`src/rtl/ts4231_config_sequencer_if.sv`:
```
// Pin and handshake bundle between the channel sequencer and the shared
// ts4231Configurator core. "master" is the sequencer side, "slave" the core side.
interface ts4231_config_sequencer_if;
   logic reconfigure;
   logic configured;
   logic e_in;
   logic d_in;
   logic e_out;
   logic e_oe;
   logic d_out;
   logic d_oe;

   modport master (
      output reconfigure, e_in, d_in,
      input  configured, e_out, e_oe, d_out, d_oe
   );

   modport slave (
      input  reconfigure, e_in, d_in,
      output configured, e_out, e_oe, d_out, d_oe
   );
endinterface

```
`src/rtl/ts4231_config_sequencer.sv`:
```
// Walks the enabled TS4231 channels in index order, lending the single
// configurator core to one channel at a time with timeout and bounded retries.
module ts4231_config_sequencer #(
   parameter int N_SENSORS      = 4,
   parameter int TIMEOUT_CYCLES = 9_600_000,
   parameter int MAX_ATTEMPTS   = 3,
   parameter int GAP_CYCLES     = 96
) (
   input  logic                 clk_96MHz,
   input  logic                 reset,
   input  logic                 start,
   input  logic [N_SENSORS-1:0] channel_enable,
   input  logic [N_SENSORS-1:0] e_in,
   input  logic [N_SENSORS-1:0] d_in,
   output logic [N_SENSORS-1:0] e_out,
   output logic [N_SENSORS-1:0] e_oe,
   output logic [N_SENSORS-1:0] d_out,
   output logic [N_SENSORS-1:0] d_oe,
   output logic [N_SENSORS-1:0] configured,
   output logic [N_SENSORS-1:0] failed,
   output logic                 busy,
   output logic                 done,
   ts4231_config_sequencer_if.master core
);
   localparam int TMO_W = $clog2(TIMEOUT_CYCLES);
   localparam int ATT_W = $clog2(MAX_ATTEMPTS + 1);
   localparam int GAP_W = $clog2(GAP_CYCLES + 1);
   localparam int IDX_W = (N_SENSORS > 1) ? $clog2(N_SENSORS) : 1;

   typedef enum logic [2:0] {IDLE, RUN, SETTLE, NEXT, DONE} state_t;

   state_t               state_q, state_d;
   logic [N_SENSORS-1:0] en_q, en_d;
   logic [IDX_W-1:0]     ch_q, ch_d;
   logic [TMO_W-1:0]     tmo_q, tmo_d;
   logic [ATT_W-1:0]     att_q, att_d;
   logic [GAP_W-1:0]     gap_q, gap_d;
   logic                 adv_q, adv_d;
   logic [N_SENSORS-1:0] cfg_d, fail_d;
   logic [IDX_W:0]       nxt;
   logic                 run;

   // Lowest set bit of mask at or above index 'from'; MSB of the result flags a hit.
   function automatic logic [IDX_W:0] find_from(input logic [N_SENSORS-1:0] mask,
                                                input int from);
      logic [IDX_W:0] r;
      r = '0;
      for (int i = N_SENSORS - 1; i >= 0; i--) begin
         if (mask[i] && (i >= from)) r = {1'b1, IDX_W'(i)};
      end
      return r;
   endfunction

   always_comb begin
      state_d = state_q;
      en_d    = en_q;
      ch_d    = ch_q;
      tmo_d   = tmo_q;
      att_d   = att_q;
      gap_d   = gap_q;
      adv_d   = adv_q;
      cfg_d   = configured;
      fail_d  = failed;
      nxt     = '0;
      case (state_q)
         IDLE: begin
            if (start) begin
               en_d   = channel_enable;
               cfg_d  = '0;
               fail_d = '0;
               tmo_d  = '0;
               att_d  = '0;
               nxt    = find_from(channel_enable, 0);
               // An empty pass still spends one busy cycle in NEXT before DONE.
               if (nxt[IDX_W]) begin
                  ch_d    = nxt[IDX_W-1:0];
                  state_d = RUN;
               end else begin
                  state_d = NEXT;
               end
            end
         end
         RUN: begin
            if (core.configured) begin
               cfg_d[ch_q] = 1'b1;
               adv_d       = 1'b1;
               gap_d       = '0;
               state_d     = SETTLE;
            end else if (tmo_q == TMO_W'(TIMEOUT_CYCLES - 1)) begin
               att_d   = att_q + ATT_W'(1);
               gap_d   = '0;
               state_d = SETTLE;
               if (att_q + ATT_W'(1) == ATT_W'(MAX_ATTEMPTS)) begin
                  fail_d[ch_q] = 1'b1;
                  adv_d        = 1'b1;
               end else begin
                  adv_d = 1'b0;
               end
            end else begin
               tmo_d = tmo_q + TMO_W'(1);
            end
         end
         SETTLE: begin
            if (gap_q == GAP_W'(GAP_CYCLES - 1)) begin
               tmo_d   = '0;
               state_d = adv_q ? NEXT : RUN;
            end else begin
               gap_d = gap_q + GAP_W'(1);
            end
         end
         NEXT: begin
            nxt   = find_from(en_q, int'(ch_q) + 1);
            tmo_d = '0;
            att_d = '0;
            if (nxt[IDX_W]) begin
               ch_d    = nxt[IDX_W-1:0];
               state_d = RUN;
            end else begin
               state_d = DONE;
            end
         end
         DONE:    state_d = IDLE;
         default: state_d = IDLE;
      endcase
   end

   always_ff @(posedge clk_96MHz) begin
      if (reset) begin
         state_q    <= IDLE;
         configured <= '0;
         failed     <= '0;
      end else begin
         state_q    <= state_d;
         configured <= cfg_d;
         failed     <= fail_d;
      end
      en_q  <= en_d;
      ch_q  <= ch_d;
      tmo_q <= tmo_d;
      att_q <= att_d;
      gap_q <= gap_d;
      adv_q <= adv_d;
   end

   assign run              = (state_q == RUN);
   assign core.reconfigure = run;
   assign core.e_in        = run & e_in[ch_q];
   assign core.d_in        = run & d_in[ch_q];

   // Only the registered channel index steers the pins, so unselected channels never glitch.
   always_comb begin
      e_out = '0;
      e_oe  = '0;
      d_out = '0;
      d_oe  = '0;
      if (run) begin
         e_out[ch_q] = core.e_out;
         e_oe[ch_q]  = core.e_oe;
         d_out[ch_q] = core.d_out;
         d_oe[ch_q]  = core.d_oe;
      end
   end

   assign busy = (state_q == RUN) || (state_q == SETTLE) || (state_q == NEXT);
   assign done = (state_q == DONE);
endmodule

```
`src/flat_wrapper.sv`:
```
// flat-port wrapper written by rule: the top's interface ports become plain ports
module ts4231_config_sequencer_flat 
#(
   parameter int N_SENSORS      = 4,
   parameter int TIMEOUT_CYCLES = 9_600_000,
   parameter int MAX_ATTEMPTS   = 3,
   parameter int GAP_CYCLES     = 96
)
  (clk_96MHz, reset, start, channel_enable, e_in, d_in, e_out, e_oe, d_out, d_oe, configured, failed, busy, done, core_reconfigure, core_e_in, core_d_in, core_configured, core_e_out, core_e_oe, core_d_out, core_d_oe);
  ts4231_config_sequencer_if core_i ();
  input  logic clk_96MHz;
  input  logic reset;
  input  logic start;
  input  logic [N_SENSORS-1:0] channel_enable;
  input  logic [N_SENSORS-1:0] e_in;
  input  logic [N_SENSORS-1:0] d_in;
  output logic [N_SENSORS-1:0] e_out;
  output logic [N_SENSORS-1:0] e_oe;
  output logic [N_SENSORS-1:0] d_out;
  output logic [N_SENSORS-1:0] d_oe;
  output logic [N_SENSORS-1:0] configured;
  output logic [N_SENSORS-1:0] failed;
  output logic busy;
  output logic done;
  output wire logic [$bits(core_i.reconfigure)-1:0] core_reconfigure;
  output wire logic [$bits(core_i.e_in)-1:0] core_e_in;
  output wire logic [$bits(core_i.d_in)-1:0] core_d_in;
  input wire logic [$bits(core_i.configured)-1:0] core_configured;
  input wire logic [$bits(core_i.e_out)-1:0] core_e_out;
  input wire logic [$bits(core_i.e_oe)-1:0] core_e_oe;
  input wire logic [$bits(core_i.d_out)-1:0] core_d_out;
  input wire logic [$bits(core_i.d_oe)-1:0] core_d_oe;
  assign core_reconfigure = core_i.reconfigure;
  assign core_e_in = core_i.e_in;
  assign core_d_in = core_i.d_in;
  assign core_i.configured = core_configured;
  assign core_i.e_out = core_e_out;
  assign core_i.e_oe = core_e_oe;
  assign core_i.d_out = core_d_out;
  assign core_i.d_oe = core_d_oe;
  ts4231_config_sequencer #(.N_SENSORS(N_SENSORS), .TIMEOUT_CYCLES(TIMEOUT_CYCLES), .MAX_ATTEMPTS(MAX_ATTEMPTS), .GAP_CYCLES(GAP_CYCLES)) u_core (.clk_96MHz(clk_96MHz), .reset(reset), .start(start), .channel_enable(channel_enable), .e_in(e_in), .d_in(d_in), .e_out(e_out), .e_oe(e_oe), .d_out(d_out), .d_oe(d_oe), .configured(configured), .failed(failed), .busy(busy), .done(done), .core(core_i));
endmodule
```
`config.mk`:
```
export PLATFORM = sky130hd
export DESIGN_NAME = ts4231_config_sequencer_flat
export DESIGN_NICKNAME = d
export VERILOG_FILES = /design/src/rtl/ts4231_config_sequencer_if.sv /design/src/rtl/ts4231_config_sequencer.sv /design/src/flat_wrapper.sv
export SDC_FILE = /design/constraint.sdc
export NUM_CORES = 1
export LEC_CHECK = 0
export CAP_MARGIN = 20
export CORE_MARGIN = 5
export CORE_UTILIZATION = 45
export DETAILED_ROUTE_END_ITERATION = 10
export GPL_ROUTABILITY_DRIVEN = 1
export PLACE_DENSITY_LB_ADDON = 0.3
export SETUP_SLACK_MARGIN = 0.02
export SKIP_LAST_GASP = 1
export SYNTH_ARGS = -nofsm -noshare
export SYNTH_HDL_FRONTEND = slang
export SYNTH_SLANG_ARGS = --single-unit
```
`constraint.sdc`:
```
create_clock -name clk_96MHz -period 2.9 [get_ports clk_96MHz]
set_clock_uncertainty 0.15 [all_clocks]
set_input_delay 0.435 -clock clk_96MHz [delete_from_list [all_inputs] [get_ports clk_96MHz]]
set_output_delay 0.435 -clock clk_96MHz [all_outputs]
set_load 0.02 [all_outputs]
```
# ---- Word-level counts from Yosys, hierarchy flattened
# Index checks and enable logic that the tools add are counted.
# W data, S select, Z words.
dict set report word_totals {
  ff_bits 51
  out_inout_bits 29
}
dict set report classes {
  add_sub_neg 4
  n_bitwise 8
  reduce_logical 23
  n_eq_ne 18
  muxes 55
  n_lt_le_gt_ge 6
}
# cell count
set ops {}
lappend ops {{$mux W24} 4}
lappend ops {{$pmux W24 S4} 1}
lappend ops {{$ge A3 B32 Y1 const A} 2}
lappend ops {{$mux W3} 16}
lappend ops {{$mux W4} 9}
lappend ops {{$ge A1 B32 Y1 const A} 1}
lappend ops {{$ge A2 B32 Y1 const A} 1}
lappend ops {{$add A24 B1 Y24 const B} 1}
lappend ops {{$eq A24 B24 Y1 const B} 1}
lappend ops {{$mux W7} 3}
lappend ops {{$and A4 B4 Y4} 4}
lappend ops {{$mux W2} 8}
lappend ops {{$pmux W4 S2} 2}
lappend ops {{$ne A2 B2 Y1 const B} 7}
lappend ops {{$pmux W7 S2} 1}
lappend ops {{$pmux W3 S4} 1}
lappend ops {{$reduce_and A5 Y1} 2}
lappend ops {{$reduce_and A3 Y1} 3}
lappend ops {{$or A4 B4 Y4} 2}
lappend ops {{$reduce_and A4 Y1} 2}
lappend ops {{$reduce_bool A2 Y1} 4}
lappend ops {{$add A7 B1 Y7 const B} 1}
lappend ops {{$eq A7 B7 Y1 const B} 1}
lappend ops {{$eq A3 B2 Y1 const B} 2}
lappend ops {{21 further kinds} 35}

# ---- Depth between registers and ports, before layout
# Gate-level depths: netlist of the first run.
dict set report depth {
  word_depth 10
  depth_mapped 7
}

# ---- Worst setup path after synthesis of the first run
# No wires, ideal clock.
dict set report synth_path {
  kind {register -> output}
  from {register u_core.state_q[2]}
  to {output d_oe[0]}
  setup_slack_ns 0.318
  arrival_time_ns 1.997
  stages_incl_launch_ff 8
  required_ns 2.315
  n_path_buf 2
  path_cell_list {dfxtp_1 > clkbuf_1 > nor2_1 > nand2_1 > inv_1 > clkbuf_1 > nand2_1 > nor3_1}
}
dict set report synth_between {
  elab_chain_cells 2
}
# item line
set synth_lines {}
lappend synth_lines {{start, declared} ts4231_config_sequencer.sv:32} ;# state_t state_q, state_d;
lappend synth_lines {{start signal, assigned} ts4231_config_sequencer.sv:133} ;# state_q <= state_d;
lappend synth_lines {{$eq A3 B1 Y1} ts4231_config_sequencer.sv:145} ;# assign run = (state_q == RUN);
lappend synth_lines {{via core_reconfigure} flat_wrapper.sv:25} ;# output wire logic [$bits(core_i.reconfigure)-1:0] core_reconfigure;
lappend synth_lines {{$mux W4} ts4231_config_sequencer.sv:156} ;# if (run) begin
lappend synth_lines {{end, declared} flat_wrapper.sv:20} ;# output logic [N_SENSORS-1:0] d_oe;
# The timed path passes the listed nets, and every way through them passes these cells.

# ---- Final worst setup path of the first run
dict set report layout_path {
  from {register u_core.ch_q[0]}
  to {output core_d_in}
}
dict set report layout_between {
  elab_chain_cells 3
}
# item line
set layout_lines {}
lappend layout_lines {{start, declared} ts4231_config_sequencer.sv:34} ;# logic [IDX_W-1:0] ch_q, ch_d;
lappend layout_lines {{start signal, assigned} ts4231_config_sequencer.sv:138} ;# ch_q <= ch_d;
lappend layout_lines {{$bmux W1 S2} ts4231_config_sequencer.sv:148} ;# assign core.d_in = run & d_in[ch_q];
lappend layout_lines {{$mux W1 (implied by the code)} ts4231_config_sequencer.sv:148}
lappend layout_lines {{$and A1 B1 Y1} ts4231_config_sequencer.sv:148}
lappend layout_lines {{end, declared} flat_wrapper.sv:27} ;# output wire logic [$bits(core_i.d_in)-1:0] core_d_in;
# Every way passes these cells. The select of a mux whose other input is x is not followed.

==> results of run 1 <==
[repair_timing]
item	in CTS	in global routing
endpoints found under the setup margin	0	1
buffers inserted	0	0
resized for setup	0	1
[path summary, 6_finish.rpt]
| check | start | to | slack (ps) | cells past startpoint |
|---|---|---|---|---|
| worst max-delay path | u_core.ch_q[0]$_DFFE_PP_ | core_d_in | 160 | 3 |
| worst min-delay path | u_core.configured[0]$_SDFFE_PP0P_ | u_core.configured[0]$_SDFFE_PP0P_ | 330 | 2 |
| worst max register to register | u_core.tmo_q[0]$_SDFFCE_PN0P_ | u_core.att_q[1]$_SDFFCE_PN0P_ | 420 | 5 |
| worst min register to register | u_core.configured[0]$_SDFFE_PP0P_ | u_core.configured[0]$_SDFFE_PP0P_ | 330 | 2 |
[kinds of logic (layout without fill, tap and decap cells)]
family / count (synthesis) / after routing
buffers and inverters: 23 / 75
AND/OR/NAND/NOR: 152 / 152
flip-flops: 50 / 50
adder cells (fa/ha/maj): 3 / 3
AO/OA/AOI/OAI: 49 / 49
multiplexers: 4 / 4
XOR/XNOR: 15 / 15
[synthesized netlist by cell type (2+ instances only)]
cell / number
xor2_1: 4
o22ai_1: 2
nor2b_1: 6
nand2b_1: 5
nand2_1: 21
a41o_1: 2
and2_1: 5
inv_1: 11
a31o_2: 3
nor3_1: 10
clkbuf_1: 10
mux2i_1: 2
nor4_1: 7
a22o_1: 4
a21oi_1: 15
nand3_1: 9
o31ai_1: 4
ha_1: 3
dfxtp_1: 11
edfxtp_1: 39
or4_1: 2
nand3b_1: 2
and4_1: 2
nand4_1: 5
o21ai_0: 6
or3_1: 3
mux4_2: 2
and3_1: 7
nor2_1: 56
a31oi_1: 4
xnor2_1: 11
or2_2: 4
o31a_1: 2
[sequential cells by signal, indices dropped and copies added (netlist names)]
register and cells:
u_core.tmo_q 24, u_core.gap_q 7, u_core.configured 4, u_core.failed 4
u_core.en_q 3, u_core.state_q 3, u_core.att_q 2, u_core.ch_q 2
u_core.adv_q 1
[critical path, cell delays in order (launching register included)]
cell and delay (ps):
edfxtp_1 590, mux4_2 550, and2_1 170, clkdlybuf4s50_1 540
[cell type report]
cell class | instances | share of cell area [%]
multi-input combinational | 223 | 38.47
inverter | 11 | 1.182
tap | 75 | 2.686
clock inverter | 2 | 0.2507
sequential | 50 | 39.86
timing repair buffer | 56 | 15.47
clock buffer | 6 | 2.077
[stage by stage]
step | cells | setup WS [ps] | power [µW]
after floorplan | 296 | 317.5 | 1485
after global routing | 423 | 77.25 | 2221
after global placement | 415 | 334.6 | 1698
final | 423 | 162.4 | 2093
after CTS | 423 | 136.3 | 2111
after detailed placement | 415 | 287.5 | 1719
[layer usage]
layer	vias to the layer above	routed length [µm]	share of wire, %	track usage (%)
li1	1187	-	-	-
met1	1122	2838	45	20.28
met2	56	2978	47	28.60
met3	6	488	7.7	4.055
met4	0	62	0.97	4.465
met5	-	0	0	0
[power groups by stage]
stage               combinational, µW  clock, µW  sequential (µW)
finish                            595        392             1110
global route                      660        432             1130
CTS                               601        403             1110
detailed placement                597          0             1120
global placement                  586          0             1110
floorplan                         415          0             1070
==> results.json, run 1 <==
{
  "crit_type": "reg -> out",
  "ys.flop_type": "edfxtp_1",
  "drv_slew": 0,
  "cts_buffers": 5,
  "synth_nets": 319,
  "min_path_type": "reg -> reg",
  "rsz0062_at_grt": "no",
  "synth_compound_area_share_pct": 11.57,
  "cts_sinks": 50,
  "synth_warnings": 0,
  "synthAdderAreaFrac_pct": 1.330,
  "die_h_um": 89.20,
  "p_comb_share_pct": 28.4,
  "p_leak_uw": 0.001212,
  "grt_pass1_wl_um": 10370,
  "peakVddDrop_uv": 357.1,
  "layout_common_cells": "nor2_1 (56), clkdlybuf4s50_1 (48), edfxtp_1 (39)",
  "ys_async_sr_fraction_pct": 0,
  "firstDrtPassIters": 4,
  "swShare_pct": 33.91,
  "clk_pin_slew_worst_paths_ps": 90,
  "synth.distinct_cells": 50,
  "drive_gt1_share_pct": 8.621,
  "yosys.area_share.xor_xnor_pct": 4.654,
  "critPathMaxFanout": 10,
  "p_clk_share_pct": 18.7,
  "final_cell_area_um2": 3493,
  "seq_power_share_pct": 52.8,
  "finalHoldViolCount": 0,
  "grt-ovfl-total": 0,
  "syn2layout_area_growth_pct": 23.76,
  "yosysTopAreaCell": "edfxtp_1",
  "nFillCells": 544,
  "routed_wl_um": 6367,
  "multi_input_area_um2": 1344,
  "p_per_area_nw_per_um2": 599.1,
  "htreeDepth": 2,
  "postRouteAntennaNets": 0,
  "final_common_cell": "nor2_1",
  "outcome": "completed",
  "worst_pin_slew_ps": 574.5,
  "max_freq_mhz": 365.3,
  "hold_slack_ps": 334.0,
  "synth_top_family_by_area": "simple AND/OR/NAND/NOR gates",
  "vias": 2371,
  "port_buffers": 48,
  "max_cap_viol_count": 0,
  "final_core_util_pct": 57.97,
  "fin_crit_ps": 2738,
  "postCtsHoldBufs": 0,
  "insertion_delay_ps": 310,
  "antenna_found_initial": 0,
  "post-route-period-util_pct": 94.40,
  "die_x_um": 89.20,
  "grt_usage_pct": 16.43,
  "syn-mean-instance-area_um2": 9.536,
  "required_ps": 2320,
  "place_area_um2": 3411,
  "antenna_cells": 0,
  "slew_headroom_pct": 61.70,
  "syn_inst": 296,
  "end_kind": "primary output",
  "start_util_pct": 46.84,
  "core-area_um2": 6026,
  "die_area_um2": 7957,
  "yosys.area_share.simple_pct": 27.75,
  "setup_viol": 0,
  "fin_tns_setup_ps": 0,
  "cp.arrival_ps": 2150,
  "regArea_um2": 1393,
  "cts_tree": "done",
  "ys_top_cells_by_area": "edfxtp_1 (41%), dfxtp_1 (7.8%), nor2_1 (7.4%), xnor2_1 (3.4%), nand2_1 (2.8%)",
  "netlist.area_leader.share_pct": 41.49,
  "grt_max_degree": 28,
  "via_per_inst": 5.605,
  "wl_per_cell_um": 15.05,
  "dp_hpwl_um": 4736,
  "synth_area_um2": 2823,
  "clock_path_buffers": 2,
  "grt_pass1_vias": 2260,
  "drc_errors": 0,
  "placementRows": 28,
  "p_int_uw": 1383,
  "ys_seq_area_share_pct": 49.29,
  "first_iter_violations": 119,
  "place_congestion": 0.7729,
  "ios": 49,
  "root_buffer": "clkbuf_8",
  "muxShareOfSynthArea_pct": 2.305,
  "p_sw_uw": 709.8,
  "synth_edf_count": 39,
  "startpoint_type": "flop",
  "ys_ff_latch": 50,
  "nets": 370
}
No activity file was read; power rests on OpenSTA's default activity.
==> inputs of run 2 (changes only) <==
--- a/config.mk
+++ b/config.mk
@@ -13,6 +13,7 @@
 export PLACE_DENSITY_LB_ADDON = 0.3
 export SETUP_SLACK_MARGIN = 0.02
 export SKIP_LAST_GASP = 1
+export SLEW_MARGIN = 20
 export SYNTH_ARGS = -nofsm -noshare
 export SYNTH_HDL_FRONTEND = slang
 export SYNTH_SLANG_ARGS = --single-unit
==> results of run 2 <==
Final layout, timing and power as in run 1 (identical DEF).
